File: src/rtl/muntjac_csr_access_ctrl_pkg.sv
// Shared CSR definitions: access ops, privilege levels and the CSR addresses the
// access controller refers to.
package muntjac_csr_access_ctrl_pkg;

    typedef enum logic [1:0] {
        CSR_OP_READ = 2'd0,
        CSR_OP_RW   = 2'd1,
        CSR_OP_RS   = 2'd2,
        CSR_OP_RC   = 2'd3
    } csr_op_e;

    typedef enum logic [1:0] {
        PRIV_U = 2'd0,
        PRIV_S = 2'd1,
        PRIV_M = 2'd3
    } priv_lvl_e;

    typedef logic [11:0] csr_t;

    localparam csr_t CSR_SATP         = 12'h180;
    localparam csr_t CSR_MSTATUS      = 12'h300;
    localparam csr_t CSR_CYCLE        = 12'hC00;
    localparam csr_t CSR_HPMCOUNTER31 = 12'hC1F;
    localparam csr_t CSR_MVENDORID    = 12'hF11;

    // Set/clear with an all-zero mask is a pure read and must not touch the CSR.
    function automatic logic csr_write_intent(csr_op_e op, logic wdata_nz);
        unique case (op)
            CSR_OP_RW:           return 1'b1;
            CSR_OP_RS, CSR_OP_RC: return wdata_nz;
            default:             return 1'b0;
        endcase
    endfunction

endpackage

File: src/rtl/muntjac_csr_access_ctrl_rr_arb.sv
// Two-input round-robin arbiter: a lone request always wins, and a tie goes to the
// side that did not win the previous advance.
module muntjac_rr_arb2 (
    input  logic       clk_i,
    input  logic       rst_ni,
    input  logic [1:0] req_i,
    input  logic       advance_i,
    output logic [1:0] gnt_o
);

    logic prio_q, prio_d;  // 1: requester 1 wins a tie

    always_comb begin
        case (req_i)
            2'b01:   gnt_o = 2'b01;
            2'b10:   gnt_o = 2'b10;
            2'b11:   gnt_o = prio_q ? 2'b10 : 2'b01;
            default: gnt_o = 2'b00;
        endcase
        prio_d = prio_q;
        if (advance_i && (gnt_o != 2'b00)) begin
            prio_d = gnt_o[0];
        end
    end

    always_ff @(posedge clk_i or negedge rst_ni) begin
        if (!rst_ni) begin
            prio_q <= 1'b0;
        end else begin
            prio_q <= prio_d;
        end
    end

endmodule

File: src/rtl/muntjac_csr_access_ctrl.sv
// CSR read-modify-write sequencer for core and debug requesters with privilege checks.
// Optional counter gating via mcounteren/scounteren: define MUNTJAC_CSR_COUNTEREN_EN.
module muntjac_csr_access_ctrl
    import muntjac_csr_access_ctrl_pkg::*;
#(
    parameter int unsigned XLEN = 64
) (
    input  logic                 clk_i,
    input  logic                 rst_ni,
    input  logic [1:0]           req_valid_i,
    output logic [1:0]           req_ready_o,
    input  logic [1:0][11:0]     req_addr_i,
    input  logic [1:0][1:0]      req_op_i,
    input  logic [1:0][XLEN-1:0] req_wdata_i,
    input  logic [1:0][1:0]      req_priv_i,
    output logic                 resp_valid_o,
    input  logic                 resp_ready_i,
    output logic                 resp_id_o,
    output logic [XLEN-1:0]      resp_rdata_o,
    output logic                 resp_illegal_o,
    output logic                 csr_re_o,
    output logic                 csr_we_o,
    output logic [11:0]          csr_addr_o,
    output logic [XLEN-1:0]      csr_wdata_o,
    input  logic [XLEN-1:0]      csr_rdata_i,
    input  logic                 csr_unimpl_i,
    input  logic [31:0]          mcounteren_i,
    input  logic [31:0]          scounteren_i
);

    typedef enum logic [1:0] {StIdle, StRead, StWrite, StResp} state_e;

    state_e          state_q, state_d;
    csr_t            addr_q, addr_d;
    csr_op_e         op_q, op_d;
    logic [XLEN-1:0] wdata_q, wdata_d;
    logic            id_q, id_d;
    logic            illegal_q, illegal_d;
    logic [XLEN-1:0] rdata_q, rdata_d;

    logic [1:0]      gnt;
    logic            sel;
    csr_t            in_addr;
    csr_op_e         in_op;
    logic [XLEN-1:0] in_wdata;
    logic [1:0]      in_priv;
    logic            pre_illegal;
    logic [XLEN-1:0] new_val;

    muntjac_rr_arb2 u_arb (
        .clk_i    (clk_i),
        .rst_ni   (rst_ni),
        .req_i    ((state_q == StIdle) ? req_valid_i : 2'b00),
        .advance_i((state_q == StIdle) && (req_valid_i != 2'b00)),
        .gnt_o    (gnt)
    );

    assign req_ready_o = gnt;
    assign sel         = gnt[1];

    always_comb begin
        in_addr     = req_addr_i[sel];
        in_op       = csr_op_e'(req_op_i[sel]);
        in_wdata    = req_wdata_i[sel];
        in_priv     = sel ? PRIV_M : req_priv_i[sel];
        pre_illegal = (in_addr[9:8] > in_priv) ||
                      ((in_addr[11:10] == 2'b11) && csr_write_intent(in_op, |in_wdata));
`ifdef MUNTJAC_CSR_COUNTEREN_EN
        if (!sel && (in_addr >= CSR_CYCLE) && (in_addr <= CSR_HPMCOUNTER31)) begin
            if ((in_priv == PRIV_U) &&
                !(mcounteren_i[in_addr[4:0]] && scounteren_i[in_addr[4:0]])) begin
                pre_illegal = 1'b1;
            end
            if ((in_priv == PRIV_S) && !mcounteren_i[in_addr[4:0]]) begin
                pre_illegal = 1'b1;
            end
        end
`endif
    end

`ifndef MUNTJAC_CSR_COUNTEREN_EN
    logic unused_counteren;
    assign unused_counteren = ^{mcounteren_i, scounteren_i};
`endif

    always_comb begin
        case (op_q)
            CSR_OP_RW: new_val = wdata_q;
            CSR_OP_RS: new_val = csr_rdata_i | wdata_q;
            CSR_OP_RC: new_val = csr_rdata_i & ~wdata_q;
            default:   new_val = csr_rdata_i;
        endcase
    end

    always_comb begin
        state_d     = state_q;
        addr_d      = addr_q;
        op_d        = op_q;
        wdata_d     = wdata_q;
        id_d        = id_q;
        illegal_d   = illegal_q;
        rdata_d     = rdata_q;
        csr_we_o    = 1'b0;
        csr_wdata_o = '0;
        unique case (state_q)
            StIdle: begin
                if (gnt != 2'b00) begin
                    addr_d    = in_addr;
                    op_d      = in_op;
                    wdata_d   = in_wdata;
                    id_d      = sel;
                    illegal_d = pre_illegal;
                    rdata_d   = '0;
                    state_d   = pre_illegal ? StResp : StRead;
                end
            end
            StRead: state_d = StWrite;
            StWrite: begin
                // Storage data arrives this cycle, so the write strobe is combinational.
                illegal_d = csr_unimpl_i;
                rdata_d   = csr_unimpl_i ? '0 : csr_rdata_i;
                if (!csr_unimpl_i && csr_write_intent(op_q, |wdata_q)) begin
                    csr_we_o    = 1'b1;
                    csr_wdata_o = new_val;
                end
                state_d = StResp;
            end
            StResp: begin
                if (resp_ready_i) begin
                    state_d = StIdle;
                end
            end
        endcase
    end

    always_ff @(posedge clk_i or negedge rst_ni) begin
        if (!rst_ni) begin
            state_q   <= StIdle;
            addr_q    <= '0;
            op_q      <= CSR_OP_READ;
            wdata_q   <= '0;
            id_q      <= 1'b0;
            illegal_q <= 1'b0;
            rdata_q   <= '0;
        end else begin
            state_q   <= state_d;
            addr_q    <= addr_d;
            op_q      <= op_d;
            wdata_q   <= wdata_d;
            id_q      <= id_d;
            illegal_q <= illegal_d;
            rdata_q   <= rdata_d;
        end
    end

    assign csr_re_o       = (state_q == StRead);
    assign csr_addr_o     = addr_q;
    assign resp_valid_o   = (state_q == StResp);
    assign resp_id_o      = id_q;
    assign resp_rdata_o   = rdata_q;
    assign resp_illegal_o = illegal_q;

endmodule

File: config.mk
export PLATFORM = sky130hd
export DESIGN_NAME = muntjac_csr_access_ctrl
export DESIGN_NICKNAME = d
export VERILOG_FILES = /design/src/rtl/muntjac_csr_access_ctrl_pkg.sv /design/src/rtl/muntjac_csr_access_ctrl_rr_arb.sv /design/src/rtl/muntjac_csr_access_ctrl.sv
export SDC_FILE = /design/constraint.sdc
export NUM_CORES = 1
export LEC_CHECK = 0
export BUFFER_PORTS_ARGS = -buffer_cell sky130_fd_sc_hd__buf_2
export CORE_AREA = 2 2 171 173
export DETAILED_ROUTE_END_ITERATION = 12
export DIE_AREA = 0 0 173 175
export PLACE_DENSITY_LB_ADDON = 0.2
export SYNTH_ARGS = -nofsm -noshare
export SYNTH_HDL_FRONTEND = slang
export SYNTH_SLANG_ARGS = --single-unit
File: constraint.sdc
create_clock -name clk_i -period 2.4 [get_ports clk_i]
set_clock_uncertainty 0.15 [all_clocks]
set_input_delay 0.6 -clock clk_i [delete_from_list [all_inputs] [get_ports clk_i]]
set_output_delay 0.6 -clock clk_i [all_outputs]
set_load 0.005 [all_outputs]
Word-level counts from Yosys, hierarchy flattened --
Cells that the tools add are included.
Word-level totals: output and inout port bits 147, register bits after elaboration 147, bits of input ports 294, word-level logic and storage cells 73
Operators by class: magnitude comparators 2, multiplexer cells 28, equality and inequality tests 15, bitwise logic cells 3, reduce and logical (&&, ||, !) cells 17
Operator list (number):
- 64-bit 2-to-1 mux | 6
- 64-bit one-hot mux with 3 select lines | 1
- 64-bit one-hot mux with 2 select lines | 1
- 64-bit OR reduction | 2
- 64-bit AND | 1
- 64-bit inverter | 1
- 64-bit OR | 1
- 12-bit 2-to-1 mux | 2
- 2-bit == test (second input constant) | 9
- 2-bit 2-to-1 mux | 9
- 2-bit by 1-bit == test with 1-bit output (second input constant) | 4
- 2-bit one-hot mux with 4 select lines | 1
- 1-bit one-hot mux with 2 select lines | 3
- 2-bit one-hot mux with 3 select lines | 1
- 2-bit AND reduction | 3
- 2-bit nonzero test | 3
- 1-bit logical AND | 4
- 1-bit 2-to-1 mux | 4
- 2-bit by 1-bit != test with 1-bit output (second input constant) | 2
- 2-bit OR reduction | 2
- 2-bit greater-than comparator | 1
- 2-bit logical NOT | 1
- 1-bit by 2-bit < comparator with 1-bit output (second input constant) | 1
- 1-bit logical NOT | 1
- 1-bit logical OR | 1

Longest topological paths before layout --
Gate-level depths: netlist of run 1.
depth in word-level cells 14, mapped depth 14, mapped depth without buffers 13

Modules after synthesis --
Synthesis of run 1 repeated with hierarchy kept, for this count alone.
Second synthesis, totals: cells, all modules 1100, area total of the unflattened synthesis 8739.6 um^2
Modules (own cells, without submodules):
- muntjac_csr_access_ctrl | cells an instance 1094, area each 8684.6 um^2, instances 1, seq. area each 3653.5 um^2
- muntjac_rr_arb2 | cells an instance 6, area each 55.1 um^2, instances 1, seq. area each 25.0 um^2

Worst setup path before layout of run 1 --
OpenSTA, ideal clock, no wires.
path kind reg2reg, start point register state_q[1], end point register illegal_q, in the netlist resp_illegal_o, setup slack -0.278 ns, cell stages (with the launch flop) 15, buffers on the path 1, required time 2.120 ns, arrival 2.398 ns, clock period less this slack 2.678 ns, cells stage by stage dfrtp_1 inv_1 ha_1 nand2_1 or2_2 clkbuf_1 inv_2 nand2_1 nand2_1 ha_1 nor2b_1 a2bb2oi_1 a211o_1 a31oi_1 a21oi_1
Between the ends: elaborated cells on any way between the ends 30, classes of those cells order compare (1); eq/ne (9); mux (12); reduce/logical (8)
RTL lines:
- start, declared | line muntjac_csr_access_ctrl.sv:33 | state_e state_q, state_d;
- start signal, assigned | line muntjac_csr_access_ctrl.sv:138 | state_q <= StIdle;
- start signal, assigned | line muntjac_csr_access_ctrl.sv:146 | state_q <= state_d;
- 2-bit logical NOT * | line muntjac_csr_access_ctrl.sv:53 | .req_i ((state_q == StIdle) ? req_valid_i : 2'b00),
- 2-bit 2-to-1 mux * | line muntjac_csr_access_ctrl.sv:53
- 2-bit == test / 2-bit by 1-bit == test with 1-bit output (equally long branches) | line muntjac_csr_access_ctrl_rr_arb.sv:14 | case (req_i)
- 2-bit one-hot mux with 3 select lines * | line muntjac_csr_access_ctrl_rr_arb.sv:14
- net req_ready_o[1] | line muntjac_csr_access_ctrl.sv:11 | output logic [1:0] req_ready_o,
- 12-bit 2-to-1 mux (implied by the code) * (2 in a row) | line muntjac_csr_access_ctrl.sv:62 | in_addr = req_addr_i[sel];
- net in_addr[9] | line muntjac_csr_access_ctrl.sv:43 | csr_t in_addr;
- 2-bit greater-than comparator * | line muntjac_csr_access_ctrl.sv:66 | pre_illegal = (in_addr[9:8] > in_priv) ||
- 1-bit logical OR * | line muntjac_csr_access_ctrl.sv:66
- 1-bit 2-to-1 mux * | line muntjac_csr_access_ctrl.sv:107 | if (gnt != 2'b00) begin
- 1-bit one-hot mux with 2 select lines * | line muntjac_csr_access_ctrl.sv:105 | unique case (state_q)
- end signal, assigned | line muntjac_csr_access_ctrl.sv:151 | illegal_q <= illegal_d;
- end, declared | line muntjac_csr_access_ctrl.sv:38 | logic illegal_q, illegal_d;
Mark *: on every way through the listed nets, which the timed path passes. The rest lies on a longest branch. The select of a mux whose other input is x is not followed. A chain may end at the register's enable or synchronous reset.

Final worst setup path of run 1 --
start point register wdata_q[33], end point output csr_wdata_o[0]
Between the ends: cells in the longest elaborated chain, start to end 6
RTL lines:
- start, declared | line muntjac_csr_access_ctrl.sv:36 | logic [XLEN-1:0] wdata_q, wdata_d;
- start signal, assigned | line muntjac_csr_access_ctrl.sv:149 | wdata_q <= wdata_d;
- 64-bit OR reduction | line muntjac_csr_access_ctrl.sv:122 | if (!csr_unimpl_i && csr_write_intent(op_q, |wdata_q)) begin
- 1-bit one-hot mux with 2 select lines | line muntjac_csr_access_ctrl_pkg.sv:28 | unique case (op)
- 1-bit 2-to-1 mux | line muntjac_csr_access_ctrl.sv:105
- 1-bit logical AND | line muntjac_csr_access_ctrl.sv:122
- 64-bit 2-to-1 mux | line muntjac_csr_access_ctrl.sv:122
- 64-bit 2-to-1 mux | line muntjac_csr_access_ctrl.sv:105
- end, declared | line muntjac_csr_access_ctrl.sv:24 | output logic [XLEN-1:0] csr_wdata_o,
No other way between the ends. The select of a mux whose other input is x is not followed.

==> summary.md, run 1 <==
| Metric | Value |
|---|---|
| Outcome | finished, violations left |
| Failing checks | setup timing |
| Endpoints failing hold | 0 |
| Post-DRT Antenna Nets | 0 |
| Fmax | 0.318 GHz |
| Power Total | 15.6 mW |
| Vias in the first global route | 9390 |
| Syn_area_per_cell | 7.99 µm² |
| Final setup viols | 69 |
| Crit path time final | 3.14 ns |
| Fin Hold WS | 0.287 ns |
| Layout cells sized above 1 | 38.0% |
| Drt drc | 0 |
| CTS Sinks | 147 |
| P&R area growth vs syn | 48.6% |
| First-pass GRT wire length | 54.9 mm |
| Synth area leader | dfrtp_1 |
| Post-Syn Instances | 1094 |
| PnR worst setup slack | -0.740 ns |
| Critical path endpoint category | primary output |
| Initial DRT Pass Iterations | 5 |
| Io pins | 441 |
| Worst-Skew Late Latency | 0.42 ns |
| Gr usage total | 23.4% |
| DRT met1 WL | 16.1 mm |
| Syn Nets | 1395 |
| Met2 WL | 17.2 mm |
| H-tree levels | 4 |
| Initial antenna violation count | 2 |
| Wirelength per Cell | 18.4 µm |
| Worst path slowest cell | dfrtp_1 |
| Post-Syn Area | 8740 µm² |
| Max stage delay on crit path | 0.41 ns |
| Filler instances | 2908 |
| Core box area | 28400 µm² |
| PwrDens | 1200 nW/µm² |
| Placer's final routability congestion estimate | 0.886 |
| Placed Area | 12000 µm² |
| Die area | 30300 µm² |
| Largest net degree at the start of global routing | 83 |
| Clock-pin slew on the worst setup and hold paths | 0.07 ns |
| Vias post-DR | 9714 |
| Width of the die | 173 µm |
| Number of DRC markers in iteration 0 | 562 |
| CTS tree | built |
| Top cell type's share of synthesized area | 42.1% |
| Global route overflow | 0 |
| Maximum clock path buffer count | 2 |
| Crit path kind | flip-flop to primary output |
| Synth area leaders | dfrtp_1, a21oi_1, nand2_1 |
| Yosys reg bits | 147 |
| HPWL after DPL | 26.9 mm |
| Fin nets | 1858 |
| Worst-path fanout max | 24 |
| Sequential share of the synthesized area | 42.1% |
| Most used cell, CP | buf_4 |
| Critical Path Start Type | flip-flop |
| Max Cap Viol | 0 |
| CP Data Arrival Time | 2.39 ns |
| Vias per inst | 4.97 |
| Peak VDD IR | 600 µV |
| Row cnt | 62 |
| Root Buffer | clkbuf_16 |
| YS warnings | 0 |
| Leak | 6.26 nW |
| Period utilisation layout | 131% |
| Min-Delay Path Class | primary input to flip-flop |
| Die Y | 175 µm |
| Max-slew headroom | 37.4% |
| Detailed Route WL | 36.0 mm |
| RSZ-0062 raised after global routing | yes |
| DR top layer | met4 |
| Number of CTS-inserted buffers | 17 |
| Crit-path cells | nor4_4, buf_4, nand4_1, nor4_2, buf_4, a21oi_4, buf_12, o21a_1, buf_2 |
| DR WL met3 | 2.15 mm |
| Yosys cell types | 38 |
| I/O Buffers | 374 |
| Initial Util | 30.8% |
| WP data required | 1.65 ns |
| Final Cell Area | 13000 µm² |
| Max Slew Vio Count | 0 |
| Worst slew pin tran | 0.940 ns |
## stage by stage
step	setup TNS [ns]	std cells	setup slack (ns)	util, %
final	-46.43	1954	-0.740	45.8
after global routing	-58.44	1953	-0.911	45.8
after CTS	-50.64	1952	-0.802	45.5
after detailed placement	-36.19	1906	-0.571	42.3
after global placement	-34.07	1906	-0.542	42.3
after floorplan	-0.0298	1094	-0.0298	-
## metal layers
layer  vias up  global-route usage [%]
met2       369                    39.6
met1      4511                    30.8
li1       4806                       -
met3        28                    4.48
met4         0                    5.47
met5         -                       0
## synthesized netlist by cell type (all sizes together)
library cell	count
a211o	1
buf	31
nor3	3
a311oi	1
or3b	1
nand2	213
and3	2
or2	2
or3	1
o211ai	3
nand4	10
o21a	63
mux2	1
clkbuf	52
inv	5
o31a	1
nor2	70
and4	2
nor2b	3
a31oi	1
o2111ai	1
a22oi	1
nor4	43
mux2i	78
a21oi	194
o21ai	148
dfrtp	147
nand2b	3
nor4b	3
ha	7
a2bb2oi	1
a21o	1
a21boi	1
## path summary, 6_finish.rpt
| check | start | endpoint | slack (ns) | cells after the start |
|---|---|---|---|---|
| setup / recovery | wdata_q[33] | csr_wdata_o[0] | -0.74 | 9 |
| hold / removal | csr_rdata_i[20] | resp_rdata_o[20] | 0.29 | 3 |
| setup reg to reg | state_q[0] | resp_illegal_o | -0.19 | 15 |
| hold reg to reg | resp_rdata_o[35] | resp_rdata_o[35] | 0.32 | 2 |
| max in group asynchronous | rst_ni | wdata_q[47] | 0.90 | 3 |
| min in group asynchronous | rst_ni | resp_rdata_o[7] | 0.54 | 2 |
## critical path: cells and delay by family, from the launching register on
| kind | cells | cell delay, ns |
|---|---|---|
| AOI/OAI and AO/OA | 2 | 0.21 |
| DFF | 1 | 0.41 |
| buffers and inverters | 4 | 0.63 |
| and+or+nand+nor | 3 | 0.70 |
## cells by family (layout without fill, tap and decap cells)
logic type | Yosys count | in the layout | share of synthesized area [%]
buffers and inverters | 88 | 562 | 4.22
other | 0 | 2 | 0
muxes | 79 | 79 | 9.06
DFF | 147 | 147 | 42.1
adders and majority gates | 7 | 7 | 1.00
AOI/OAI and AO/OA | 417 | 417 | 26.1
and+or+nand+nor | 356 | 356 | 17.5
## cells in the final DEF, fill, tap and decap left out, types with 12 or more instances in the layout
cell,count
mux2i_1,74
clkbuf_16,17
nand2_1,209
buf_12,12
a21oi_1,192
o21a_1,63
nor2_1,70
o21ai_0,145
dfrtp_1,145
buf_4,133
buf_2,371
nor4_1,36
## report_power, final
part	total, mW	internal (mW)	switching (mW)
registers	4.32	3.57	0.744
clock network	2.88	1.74	1.14
logic	8.37	3.66	4.71
## flip-flops by register name (all words and copies together) (netlist names)
signal,flops
csr_addr_o,12
op_q,2
resp_id_o,1
resp_illegal_o,1
resp_rdata_o,64
state_q,2
u_arb.prio_q,1
wdata_q,64
## what timing repair did
action | in CTS | in global routing
hold buffers | 1 | 0
endpoints found under the hold margin | 37 | 0
pin swaps | 12 | 8
resized for setup | 28 | 18
buffers inserted | 14 | 4
endpoints found under the setup margin | 68 | 69
cloned | 1 | 0
## layout make-up
class / count / area, µm² / area share, %
Antenna cell: 2 / 5.00 / 0.0385
Clock buffer: 18 / 429 / 3.30
Clock inverter: 12 / 183 / 1.41
Inverter: 5 / 23.8 / 0.183
Multi-Input combinational cell: 859 / 4950 / 38.1
Sequential cell: 147 / 3680 / 28.4
Tap cell: 384 / 480 / 3.70
Timing Repair Buffer: 527 / 3240 / 24.9
Power figures use the tool's default switching activity.
==> inputs of run 2 (changes only) <==
- ABC_AREA: default -> 1
- CELL_PAD_IN_SITES_DETAIL_PLACEMENT: default -> 1
- CELL_PAD_IN_SITES_GLOBAL_PLACEMENT: default -> 1
- CORE_AREA: 2 2 171 173 -> default
- CORE_UTILIZATION: default -> 28
- DIE_AREA: 0 0 173 175 -> default
==> run 2 against run 1 <==
  * Worst setup slack worse by 0.16 ns
  * Largest cell class unchanged
  * Die area up 2.8%
  * The flow still finishes with violations (setup timing)
  * Register-to-register slack better by 0.05 ns
  * Synthesized cell count up 13%
  * Non-clock buffer count up 39
  * Sequential cell count unchanged
  * Critical endpoint is now csr_wdata_o[24]
  * Sequential power about the same
  * Hold slack worse by 0.031 ns
==> summary.md, run 2 <==
| Metric | Value |
|---|---|
| Outcome | finished, violations left |
| Failing checks | setup timing |
| Count leader, synth | nand2_1 |
| Worst slew pin tran | 0.830 ns |
| Asr flop ratio synth | 100% |
| Ys flop type | dfrtp_1 |
| Post-synth EDFFs | 0 |
| Peak VDD IR | 616 µV |
| Setup TNS | -55.91 ns |
| Placer's final routability congestion estimate | 0.813 |
| Most frequent cells in the layout | nand2_1, buf_2, nand3_1 |
| Fin Hold WS | 0.256 ns |
| Int Pwr | 9.91 mW |
| CTS tree | built |
| Number of DRC markers in iteration 0 | 410 |
| Sequential share of power | 24.9% |
| P&R area growth vs syn | 55.5% |
| Vias in the first global route | 10926 |
| Number of CTS-inserted buffers | 17 |
| Layout cells sized above 1 | 37.6% |
| Placed Cells incl. Taps | 2084 |
| Switching Share | 42.8% |
| Detailed Route WL | 37.5 mm |
| Placed Area | 12100 µm² |
| Vias post-DR | 10372 |
| Crit path launch | wdata_q[23] |
| Io pins | 441 |
| Syn_area_per_cell | 6.92 µm² |
| Util after Layout | 44.4% |
| Sequential cell area | 3680 µm² |
| Sequential share of the synthesized area | 43.2% |
| Largest net degree at the start of global routing | 70 |
| R2r endpoint | resp_illegal_o |
| Endpoints failing hold | 0 |
| Period utilisation layout | 137% |
| I/O Buffers | 374 |
| Initial DRT Pass Iterations | 4 |
| Worst slack, placed | -0.713 ns |
| Core box area | 29800 µm² |
| Fin nets | 2027 |
| Filler instances | 3843 |
| Worst-path fanout max | 31 |
| Die area | 31100 µm² |
| Clock-pin slew on the worst setup and hold paths | 0.07 ns |
| Gr usage total | 24.3% |
| Yosys reg bits | 147 |
| Critical path endpoint category | primary output |
| Width of the die | 176 µm |
| Root Buffer | clkbuf_16 |
| Initial Util | 28.6% |
| YS warnings | 0 |
| Fmax | 0.303 GHz |
| Final cell count without fillers | 2130 |
| Syn Nets | 1532 |
| Synth area leaders | dfrtp_1, nand2_1, nand3_1 |
| Worst r2r src | state_q[0] |
| CP Data Arrival Time | 2.55 ns |
| Comb pwr share | 56.8% |
| PnR worst setup slack | -0.898 ns |
| Worst reg2reg path depth | 18 |
| Crit path kind | flip-flop to primary output |
| Min-Delay Path Class | primary input to flip-flop |
| Initial antenna violation count | 2 |
| Worst-Skew Late Latency | 0.42 ns |
| Max-slew headroom | 44.7% |
| Yosys cell types | 25 |
| CTS Sinks | 147 |
| Final Cell Area | 13200 µm² |
| Area occupied by multi-input gates | 4510 µm² |
| PwrDens | 1310 nW/µm² |
| Power Total | 17.3 mW |
| WP data required | 1.65 ns |
| Drt drc | 0 |
| CP endpoint | csr_wdata_o[24] |
| Wirelength per Cell | 17.6 µm |
| Leak | 7.18 nW |
| Post-Syn Area | 8520 µm² |
| Top cell type's share of synthesized area | 43.2% |
| Synth cell count leaders | nand2_1, nand3_1, dfrtp_1 |
| HPWL after DPL | 27.6 mm |
| Crit path time final | 3.30 ns |
| Maximum clock path buffer count | 2 |
| Final setup viols | 69 |
| First-pass GRT wire length | 58.6 mm |
| RSZ-0062 raised after global routing | yes |
| Post-Syn Instances | 1231 |
| Switching power total | 7.40 mW |
| Global route overflow | 0 |
| Critical Path Start Type | flip-flop |
| H-tree levels | 4 |
| Synth area leader | dfrtp_1 |
| Post-DRT Antenna Nets | 0 |
| Die Y | 176 µm |
| R2r setup slk | -0.14 ns |
| Vias per inst | 4.87 |
| Max Slew Vio Count | 0 |
| Row cnt | 63 |
| Max Cap Viol | 0 |
| Clock Power Share | 18.3% |
| Commonest non-fill, non-tap cell in the layout | nand2_1 |
[run 2: changes by cell type after synthesis, moves of 5 or more]
cell     before  now
nor4_1       43   12
nand3_1       0  187
inv_1         4   51
mux2i_1      78    4
o21ai_1       0    5
nand2_1     213  410
nand4_1      10    5
buf_2        27   32
a31oi_1       1   39
o21a_1       63    1
nor2_1       70   86
o21ai_0     147  109
a21oi_1     194   67
[run 2: critical path: stages (launching register included)]
cell	delay, ns
dfrtp_1	0.42
nor4_4	0.31
buf_4	0.16
nand4_1	0.19
nor4_2	0.22
buf_4	0.18
nand3_4	0.06
nand3_4	0.13
buf_12	0.20
a21oi_1	0.08
buf_2	0.14
[run 2: cell families (layout without fill, tap and decap cells)]
family / count (synthesis) / count (layout) / synth area share, %
and+or+nand+nor: 706 / 706 / 34.5
DFF: 147 / 147 / 43.2
other: 0 / 2 / 0
adders and majority gates: 7 / 7 / 1.03
AOI/OAI and AO/OA: 223 / 223 / 13.9
buffers and inverters: 144 / 651 / 6.90
muxes: 4 / 4 / 0.470
[run 2: worst min path at each step]
stage,startpoint,endpoint,depth (start not counted)
finish,csr_rdata_i[36],resp_rdata_o[36],3
global route,csr_rdata_i[35],resp_rdata_o[35],3
CTS,csr_rdata_i[21],resp_rdata_o[21],3
detailed placement,resp_rdata_o[49],resp_rdata_o[49],2
global placement,resp_rdata_o[26],resp_rdata_o[26],2
floorplan,rst_ni,csr_addr_o[0],0
[run 2: timing repair]
| action | 4_1_cts | 5_1_grt |
|---|---|---|
| hold buffers | 1 | 0 |
| setup endpoints to repair | 69 | 69 |
| gates cloned | 4 | 0 |
| gates resized for setup | 43 | 19 |
| pin swaps | 8 | 3 |
| setup buffers | 7 | 1 |
| hold endpoints to repair | 35 | 0 |
[run 2: final cells by class]
type	count	area share, %
multi-input combinational	940	34.0
sequential	147	27.8
timing repair buffer	566	27.8
tap	390	3.69
clock buffer	22	3.58
inverter	54	1.60
clock inverter	9	1.51
antenna	2	0.0378
[run 2: routing by layer]
layer	GRT usage [%]	up-vias	part of all wire, %
li1	-	5068	-
met1	29.5	4990	42
met2	43.5	272	50
met3	4.37	42	5.4
met4	6.72	0	1.9
met5	0	-	0
[run 2: power by group through the flow]
stage	registers [mW]	logic [mW]	clock network [mW]
after floorplan	4.41	4.70	0
after global placement	4.28	9.16	0
after global routing	4.47	11.0	3.34
final	4.32	9.83	3.17
after detailed placement	4.32	9.43	0
after CTS	4.31	9.86	3.23
